$ cat config.mk
export PLATFORM = sky130hd
export DESIGN_NAME = tick_scheduler
export DESIGN_NICKNAME = d
export VERILOG_FILES = /design/src/rtl/tick_scheduler.sv
export SDC_FILE = /design/constraint.sdc
export NUM_CORES = 1
export LEC_CHECK = 0
export CAP_MARGIN = 25
export CORE_MARGIN = 2
export CORE_UTILIZATION = 37
export CTS_CLUSTER_SIZE = 24
export DETAILED_ROUTE_END_ITERATION = 10
export SLEW_MARGIN = 15
export SYNTH_ARGS = -nofsm -noshare
export SYNTH_HDL_FRONTEND = slang
export SYNTH_SLANG_ARGS = --single-unit
export TNS_END_PERCENT = 50
$ cat constraint.sdc
create_clock -name clk -period 11.6 [get_ports clk]
set_clock_uncertainty 0.1 [all_clocks]
set_input_delay 1.16 -clock clk [delete_from_list [all_inputs] [get_ports clk]]
set_output_delay 1.16 -clock clk [all_outputs]
set_load 0.05 [all_outputs]
$ cat src/rtl/tick_scheduler.sv
// Clock-enable generator: pixel, millisecond and second strobes from the board clock.
// Divide ratios can be changed at run time; a change lands only on a tick boundary or while paused.
module tick_scheduler #(
    parameter int unsigned PIX_DIV = 4,
    parameter int unsigned MS_DIV  = 100000,
    parameter int unsigned S_TICKS = 1000,
    parameter int unsigned W       = 17
) (
    input  logic         clk,
    input  logic         clr,
    input  logic         en,
    input  logic         cfg_valid,
    input  logic         cfg_sel,
    input  logic [W-1:0] cfg_div,
    output logic         cfg_ready,
    output logic         pix_tick,
    output logic         ms_tick,
    output logic         sec_tick,
    output logic [15:0]  sec_count
);

    localparam int unsigned SW = (S_TICKS > 1) ? $clog2(S_TICKS) : 1;
    localparam logic [SW-1:0] SUB_LAST = SW'(S_TICKS - 1);

    typedef enum logic {
        IDLE,
        PEND
    } cfg_state_e;

    cfg_state_e  state_q, state_d;
    logic [W-1:0] pix_cnt_q, pix_cnt_d;
    logic [W-1:0] ms_cnt_q, ms_cnt_d;
    logic [W-1:0] pix_div_q, pix_div_d;
    logic [W-1:0] ms_div_q, ms_div_d;
    logic [SW-1:0] sub_cnt_q, sub_cnt_d;
    logic [15:0]  sec_count_q, sec_count_d;
    logic         pix_tick_q, pix_tick_d;
    logic         ms_tick_q, ms_tick_d;
    logic         sec_tick_q, sec_tick_d;
    logic         cfg_sel_q, cfg_sel_d;
    logic [W-1:0] cfg_div_q, cfg_div_d;

    logic [W-1:0] pix_last;
    logic [W-1:0] ms_last;
    logic         pix_wrap;
    logic         ms_wrap;
    logic         apply;

    // A ratio of 0 behaves like 1, so the last count is 0 in both cases.
    always_comb begin
        pix_last = (pix_div_q == '0) ? '0 : pix_div_q - W'(1);
        ms_last  = (ms_div_q == '0) ? '0 : ms_div_q - W'(1);
        pix_wrap = en && (pix_cnt_q >= pix_last);
        ms_wrap  = en && (ms_cnt_q >= ms_last);
    end

    always_comb begin
        state_d     = state_q;
        pix_cnt_d   = pix_cnt_q;
        ms_cnt_d    = ms_cnt_q;
        pix_div_d   = pix_div_q;
        ms_div_d    = ms_div_q;
        sub_cnt_d   = sub_cnt_q;
        sec_count_d = sec_count_q;
        pix_tick_d  = 1'b0;
        ms_tick_d   = 1'b0;
        sec_tick_d  = 1'b0;
        cfg_sel_d   = cfg_sel_q;
        cfg_div_d   = cfg_div_q;
        apply       = 1'b0;

        if (en) begin
            pix_cnt_d  = pix_wrap ? '0 : pix_cnt_q + W'(1);
            ms_cnt_d   = ms_wrap ? '0 : ms_cnt_q + W'(1);
            pix_tick_d = pix_wrap;
            ms_tick_d  = ms_wrap;
            if (ms_wrap) begin
                if (sub_cnt_q == SUB_LAST) begin
                    sub_cnt_d   = '0;
                    sec_tick_d  = 1'b1;
                    sec_count_d = sec_count_q + 16'd1;
                end else begin
                    sub_cnt_d = sub_cnt_q + SW'(1);
                end
            end
        end

        unique case (state_q)
            IDLE: begin
                if (cfg_valid) begin
                    cfg_sel_d = cfg_sel;
                    cfg_div_d = cfg_div;
                    state_d   = PEND;
                end
            end
            PEND: begin
                apply = !en || (cfg_sel_q ? ms_wrap : pix_wrap);
                if (apply) begin
                    if (cfg_sel_q) begin
                        ms_div_d = cfg_div_q;
                        ms_cnt_d = '0;
                    end else begin
                        pix_div_d = cfg_div_q;
                        pix_cnt_d = '0;
                    end
                    state_d = IDLE;
                end
            end
            default: state_d = IDLE;
        endcase
    end

    always_ff @(posedge clk) begin
        if (clr) begin
            state_q     <= IDLE;
            pix_cnt_q   <= '0;
            ms_cnt_q    <= '0;
            pix_div_q   <= W'(PIX_DIV);
            ms_div_q    <= W'(MS_DIV);
            sub_cnt_q   <= '0;
            sec_count_q <= '0;
            pix_tick_q  <= 1'b0;
            ms_tick_q   <= 1'b0;
            sec_tick_q  <= 1'b0;
            cfg_sel_q   <= 1'b0;
            cfg_div_q   <= '0;
        end else begin
            state_q     <= state_d;
            pix_cnt_q   <= pix_cnt_d;
            ms_cnt_q    <= ms_cnt_d;
            pix_div_q   <= pix_div_d;
            ms_div_q    <= ms_div_d;
            sub_cnt_q   <= sub_cnt_d;
            sec_count_q <= sec_count_d;
            pix_tick_q  <= pix_tick_d;
            ms_tick_q   <= ms_tick_d;
            sec_tick_q  <= sec_tick_d;
            cfg_sel_q   <= cfg_sel_d;
            cfg_div_q   <= cfg_div_d;
        end
    end

    assign cfg_ready = (state_q == IDLE);
    assign pix_tick  = pix_tick_q;
    assign ms_tick   = ms_tick_q;
    assign sec_tick  = sec_tick_q;
    assign sec_count = sec_count_q;

endmodule

; Yosys cells after proc, flatten, opt, wreduce, memory -nomap -nowiden
; Cells that the tools add are included.
[totals]
regBits = 116
inputBits = 22
output_inout_bits = 20
[classes]
n_addsub = 6
magnitude_cmp = 2
n_eq_ne = 1
muxes = 18
bitwise = 4
reduce_logical = 13
[ops]
columns = cell, count
row1 = $mux W17, 12
row2 = $add A17 B1 Y17 const B, 2
row3 = $ge A17 B17 Y1, 2
row4 = $logic_not A17 Y1, 2
row5 = $sub A17 B1 Y17 const B, 2
row6 = $add A16 B1 Y16 const B, 1
row7 = $add A10 B1 Y10 const B, 1
row8 = $eq A10 B10 Y1 const B, 1
row9 = $mux W10, 1
row10 = $reduce_and A3 Y1, 3
row11 = $mux W1, 4
row12 = $not A1 Y1, 4
row13 = $reduce_and A2 Y1, 2
row14 = $reduce_or A3 Y1, 1
row15 = $logic_and A1 B1 Y1, 2
row16 = $pmux W1 S2, 1
row17 = $reduce_or A2 Y1, 1
row18 = $logic_not A1 Y1, 1
row19 = $logic_or A1 B1 Y1, 1

; Depth between registers and ports, before layout
[depth]
word_depth = 9
mapped_depth = 20
depth_no_buf = 16

; Worst setup path after synthesis
; Ideal clock, no wire load.
[synth_timing]
kind = register to register
startpoint = register ms_div_q[5]
endpoint = register ms_cnt_q[0]
t_arrival_ns = 4.375
setup_slack_ns = 7.061
stages_incl_launch_ff = 19
path_buffers = 4
synth_period_minus_slack_ns = 4.539
path_cell_list = dfxtp_1 -> or4_1 -> nor2_1 -> nand3_1 -> or4_1 -> or2_1 -> buf_2 -> nand2_1 -> ha_1 -> a21o_1 -> a21o_1 -> a221o_1 -> a211oi_4 -> a21oi_2 -> buf_6 -> or3_1 -> buf_2 -> buf_6 -> nor2_1
[synth_via]
elab_chain_len = 9
[synth_rtl]
columns = item, line
row1 = start: declaration, 34  ; logic [W-1:0] ms_div_q, ms_div_d;
row2 = start signal: assignment, 119  ; ms_div_q <= W'(MS_DIV);
row3 = start signal: assignment, 132  ; ms_div_q <= ms_div_d;
row4 = $sub A17 B1 Y17 or $logic_not A17 Y1 (tied branches), 52  ; ms_last = (ms_div_q == '0) ? '0 : ms_div_q - W'(1);
row5 = $mux W17 (*), 52
row6 = $ge A17 B17 Y1 (*), 54  ; ms_wrap = en && (ms_cnt_q >= ms_last);
row7 = $logic_and A1 B1 Y1 (*), 54
row8 = $mux W17, 74  ; ms_cnt_d = ms_wrap ? '0 : ms_cnt_q + W'(1);
row9 = $mux W17, 72  ; if (en) begin
row10 = $mux W17, 99  ; if (cfg_sel_q) begin
row11 = $mux W17, 98  ; if (apply) begin
row12 = $mux W17 (*), 88  ; unique case (state_q)
row13 = end signal: assignment, 130  ; ms_cnt_q <= ms_cnt_d;
row14 = end: declaration, 32  ; logic [W-1:0] ms_cnt_q, ms_cnt_d;
; Every way passes the cells marked *; elsewhere a longest branch is shown, timed or not.
; A chain may end at the register's enable or synchronous reset.

; Worst setup path in the final report
[layout_timing]
startpoint = register ms_div_q[5]
endpoint = register ms_cnt_q[11]
; The elaborated chain is that of the path after synthesis.

==> results.yml <==
run_status:
  status: "completed"
floorplan:
  coreArea_mm2: 0.01589
  die-area_mm2: 0.01724
  die_y_um: 131.3
  placementRows: 46
  io-pin-count: 42
  die_w_um: 131.3
  start_util_pct: 37.75
hold_path:
  min_delay_path_depth: 1
  hold_end: "sub_cnt_q[9]$_SDFFE_PP0N_"
  min-delay-path-class: "flop to flop"
  worst_hold_startpoint: "sub_cnt_q[9]$_SDFFE_PP0N_"
setup_path:
  timing.critical_path.max_delay_family: "simple AND/OR/NAND/NOR gates"
  cp_cell_sequence: "or4_1 -> nor2_1 -> nand3_1 -> or4_1 -> or2_1 -> nand2_1 -> ha_1 -> a21o_1 -> a21o_1 -> a221o_1 -> a211oi_4 -> a21oi_2 -> or3_1 -> a211oi_1"
  timing_worst_setup_path_type: "flop to flop"
  crit-reg2reg-launch: "ms_div_q[5]$_SDFFE_PP1P_"
  critical-path-slowest-cell: "sky130_fd_sc_hd__or3_1"
  r2r.worst_path.cells: 14
  setup.worst_path.start_class: "flop"
  critPathBufInv: 0
  critical_path.endpoint_type: "flop"
  rrSetupSlack_ns: 6.33
  path_max_fanout: 16
  worstPathRequired_ns: 11.82
  cp_data_arrival_time_ns: 5.50
  r2r-end: "ms_cnt_q[11]$_SDFF_PP0_"
  crit_path_max_incr_delay_ns: 0.66
global_route:
  grt_first_pass_wirelength_mm: 23.09
  gr-usage-all-layers_pct: 16.35
  vias_in_the_first_global_route: 4855
  maximum_number_of_pins_on_one_net_before_global_route_repair: 82
  grt_remaining_overflow: 0
  antenna_violations_before_repair: 0
clock_tree:
  worst_setup_hold_path_clk_slew_ns: 0.05
  cts.sink_count: 116
  clock_path_buffers: 2
  cts.root.buffer_cell: "sky130_fd_sc_hd__clkbuf_16"
  cts_made_buffers: 17
  number_of_hold_buffers_added_after_cts: 0
  clk_lat_worst_skew_ns: 0.41
  cts.repair.resized: 0
  clock_tree_from_tritoncts: "done"
  clock_tree.htree_level_count: 4
  postCtsSetupBuffers: 0
routing:
  drt-pass1-iter-count: 4
  post_drt_antenna_nets: 0
  wirelength_mm: 13.68
  routed_wire_length_per_instance_um: 13.97
  drt_iter0_drc: 153
  route.detailed.drc: 0
  detailroute.via_count: 4971
  drt-vias-per-instance: 5.078
timing:
  unrepaired_setup_endpoints_after_global_routing: "no"
  timing_worst_slew_pin_value_ns: 0.9649
  post-route-min-period_ns: 5.274
  min_period_over_period_pct: 45.47
  tns_ns: 0
  worst_slew_margin_rel_pct: 34.76
  timing.final.max_slew_violations: 0
  hold_viol: 0
  setup-violations-final: 0
  clock.fmax_mhz: 189.6
placed_design:
  post-dp-hpwl_mm: 10.25
  numPortBuffers: 41
  place.gp.congestion: 0.8190
flow_run:
  cap_viol_max_count: 0
synthesis:
  syn_inst: 712
  syn-mean-instance-area_um2: 8.423
  synth.lib_cells_used.distinct: 50
  yosysWarningCount: 0
  synth_edf_count: 0
  synthDominantAreaCellType: "sky130_fd_sc_hd__dfxtp_1"
  synth.cells.most_frequent: "116 x sky130_fd_sc_hd__dfxtp_1, 110 x sky130_fd_sc_hd__nand2_1, 99 x sky130_fd_sc_hd__nor2_1"
  netlist.area_leader.share_pct: 38.72
  postSynth.topFlopCell: "sky130_fd_sc_hd__dfxtp_1"
  post_synth_instance_area_mm2: 0.005997
  synthArstFlopShare_pct: 0
  yosys-top-cells-area: "sky130_fd_sc_hd__dfxtp_1 39%, sky130_fd_sc_hd__ha_1 8.3%, sky130_fd_sc_hd__nand2_1 6.9%"
  postSynthRegisterBits: 116
  yosys.cell_count.top_type: "sky130_fd_sc_hd__dfxtp_1"
  synth.net_count: 774
  synth.yosys.seq_area_share_pct: 38.72
finish:
  final_layout_size_suffix_gt1_share_pct: 5.111
  layout.nets: 812
  area_growth_syn_to_layout_pct: 19.17
  insertedDiodeCount: 0
power:
  ir_drop_mv: 0.09867
  power.density_cell_area_mw_per_mm2: 135.0
  post-layout-total-power_uw: 964.8
  leakage_nw: 2.823
[area by class of cell]
type | count | area [µm²]
Clock buffer | 24 | 471.7
Tap cell | 216 | 270.3
Timing Repair Buffer | 46 | 450.4
Fill cell | 1568 | 8738
Clock inverter | 8 | 77.57
Sequential cell | 116 | 2322
Multi-Input combinational cell | 557 | 3510
Inverter | 12 | 45.04
[metal layers]
metal	vias to the layer above	global-route usage, %	share of wire, %
met5	-	0	0
met4	0	5.314	1.2
met3	17	3.974	3.8
met2	94	27.89	48
met1	2325	20.29	47
li1	2535	-	-
[worst reg2reg max path: stages (launching register included)]
cell and delay (ns):
sky130_fd_sc_hd__dfxtp_1 0.35, sky130_fd_sc_hd__or4_1 0.54, sky130_fd_sc_hd__nor2_1 0.13, sky130_fd_sc_hd__nand3_1 0.17
sky130_fd_sc_hd__or4_1 0.58, sky130_fd_sc_hd__or2_1 0.40, sky130_fd_sc_hd__nand2_1 0.12, sky130_fd_sc_hd__ha_1 0.24
sky130_fd_sc_hd__a21o_1 0.16, sky130_fd_sc_hd__a21o_1 0.17, sky130_fd_sc_hd__a221o_1 0.40, sky130_fd_sc_hd__a211oi_4 0.63
sky130_fd_sc_hd__a21oi_2 0.29, sky130_fd_sc_hd__or3_1 0.66, sky130_fd_sc_hd__a211oi_1 0.25
[cell families after synthesis]
logic type,after synthesis,share of synthesized area (%)
AND/OR/NAND/NOR,332,25.60
flip-flops,116,38.72
AO/OA/AOI/OAI,77,8.033
XOR/XNOR,74,10.81
multiplexers,34,5.675
buffers and inverters,39,2.817
adder cells (fa/ha/maj),40,8.346
[through the flow]
stage / util, % / area (µm²) / instances / hold slack (ns) / setup slack [ns]
2_1_floorplan: - / 5997 / 712 / 0.3348 / 7.061
3_3_place_gp: 41.30 / 6560 / 943 / 0.3672 / 6.197
3_5_place_dp: 41.49 / 6590 / 946 / 0.3615 / 6.333
4_1_cts: 44.94 / 7139 / 978 / 0.3713 / 6.313
5_1_grt: 44.99 / 7147 / 979 / 0.3869 / 5.891
6_report: 44.99 / 7147 / 979 / 0.3714 / 6.326
[flip-flops by register name, summed over array words and instances (netlist names)]
signal / flops
sub_cnt_q: 10
ms_div_q: 17
pix_tick: 1
ms_cnt_q: 17
pix_div_q: 17
sec_count: 16
ms_tick: 1
pix_cnt_q: 17
state_q: 1
cfg_div_q: 17
sec_tick: 1
cfg_sel_q: 1
[placed cells by master (no fill, tap or decap), types with 4 or more instances in the layout]
master / instances
sky130_fd_sc_hd__dfxtp_1: 116
sky130_fd_sc_hd__nand2_1: 110
sky130_fd_sc_hd__nor2_1: 99
sky130_fd_sc_hd__xor2_1: 47
sky130_fd_sc_hd__ha_1: 40
sky130_fd_sc_hd__clkdlybuf4s50_1: 40
sky130_fd_sc_hd__a21oi_1: 39
sky130_fd_sc_hd__mux2i_1: 34
sky130_fd_sc_hd__xnor2_1: 27
sky130_fd_sc_hd__nand4_1: 23
sky130_fd_sc_hd__nor3_1: 21
sky130_fd_sc_hd__nand3_1: 19
sky130_fd_sc_hd__clkbuf_16: 17
sky130_fd_sc_hd__nor4_1: 13
sky130_fd_sc_hd__inv_1: 12
sky130_fd_sc_hd__o21ai_0: 11
sky130_fd_sc_hd__or3_1: 8
sky130_fd_sc_hd__and2_1: 7
sky130_fd_sc_hd__and3_1: 6
sky130_fd_sc_hd__or4_1: 5
sky130_fd_sc_hd__nand2b_1: 5
sky130_fd_sc_hd__clkbuf_1: 5
sky130_fd_sc_hd__and4_1: 4
[power by group]
| group | total (mW) | switching (mW) | internal, mW |
|---|---|---|---|
| sequential | 0.415 | 0.00884 | 0.406 |
| combinational | 0.0668 | 0.0380 | 0.0289 |
| clock | 0.483 | 0.178 | 0.305 |
| total | 0.965 | 0.225 | 0.740 |
[worst max-delay path by stage]
| stage | from | end | slack, ns | cells past startpoint |
|---|---|---|---|---|
| 2_1_floorplan | ms_div_q[5]$_SDFFE_PP1P_ | ms_cnt_q[0]$_SDFF_PP0_ | 7.06 | 18 |
| 3_3_place_gp | ms_div_q[5]$_SDFFE_PP1P_ | ms_cnt_q[11]$_SDFF_PP0_ | 6.20 | 14 |
| 3_5_place_dp | ms_div_q[5]$_SDFFE_PP1P_ | ms_cnt_q[11]$_SDFF_PP0_ | 6.33 | 14 |
| 4_1_cts | ms_div_q[5]$_SDFFE_PP1P_ | ms_cnt_q[11]$_SDFF_PP0_ | 6.31 | 14 |
| 5_1_grt | ms_div_q[5]$_SDFFE_PP1P_ | ms_cnt_q[11]$_SDFF_PP0_ | 5.89 | 14 |
| 6_report | ms_div_q[5]$_SDFFE_PP1P_ | ms_cnt_q[11]$_SDFF_PP0_ | 6.33 | 14 |
(Power assumes the default switching activity.)
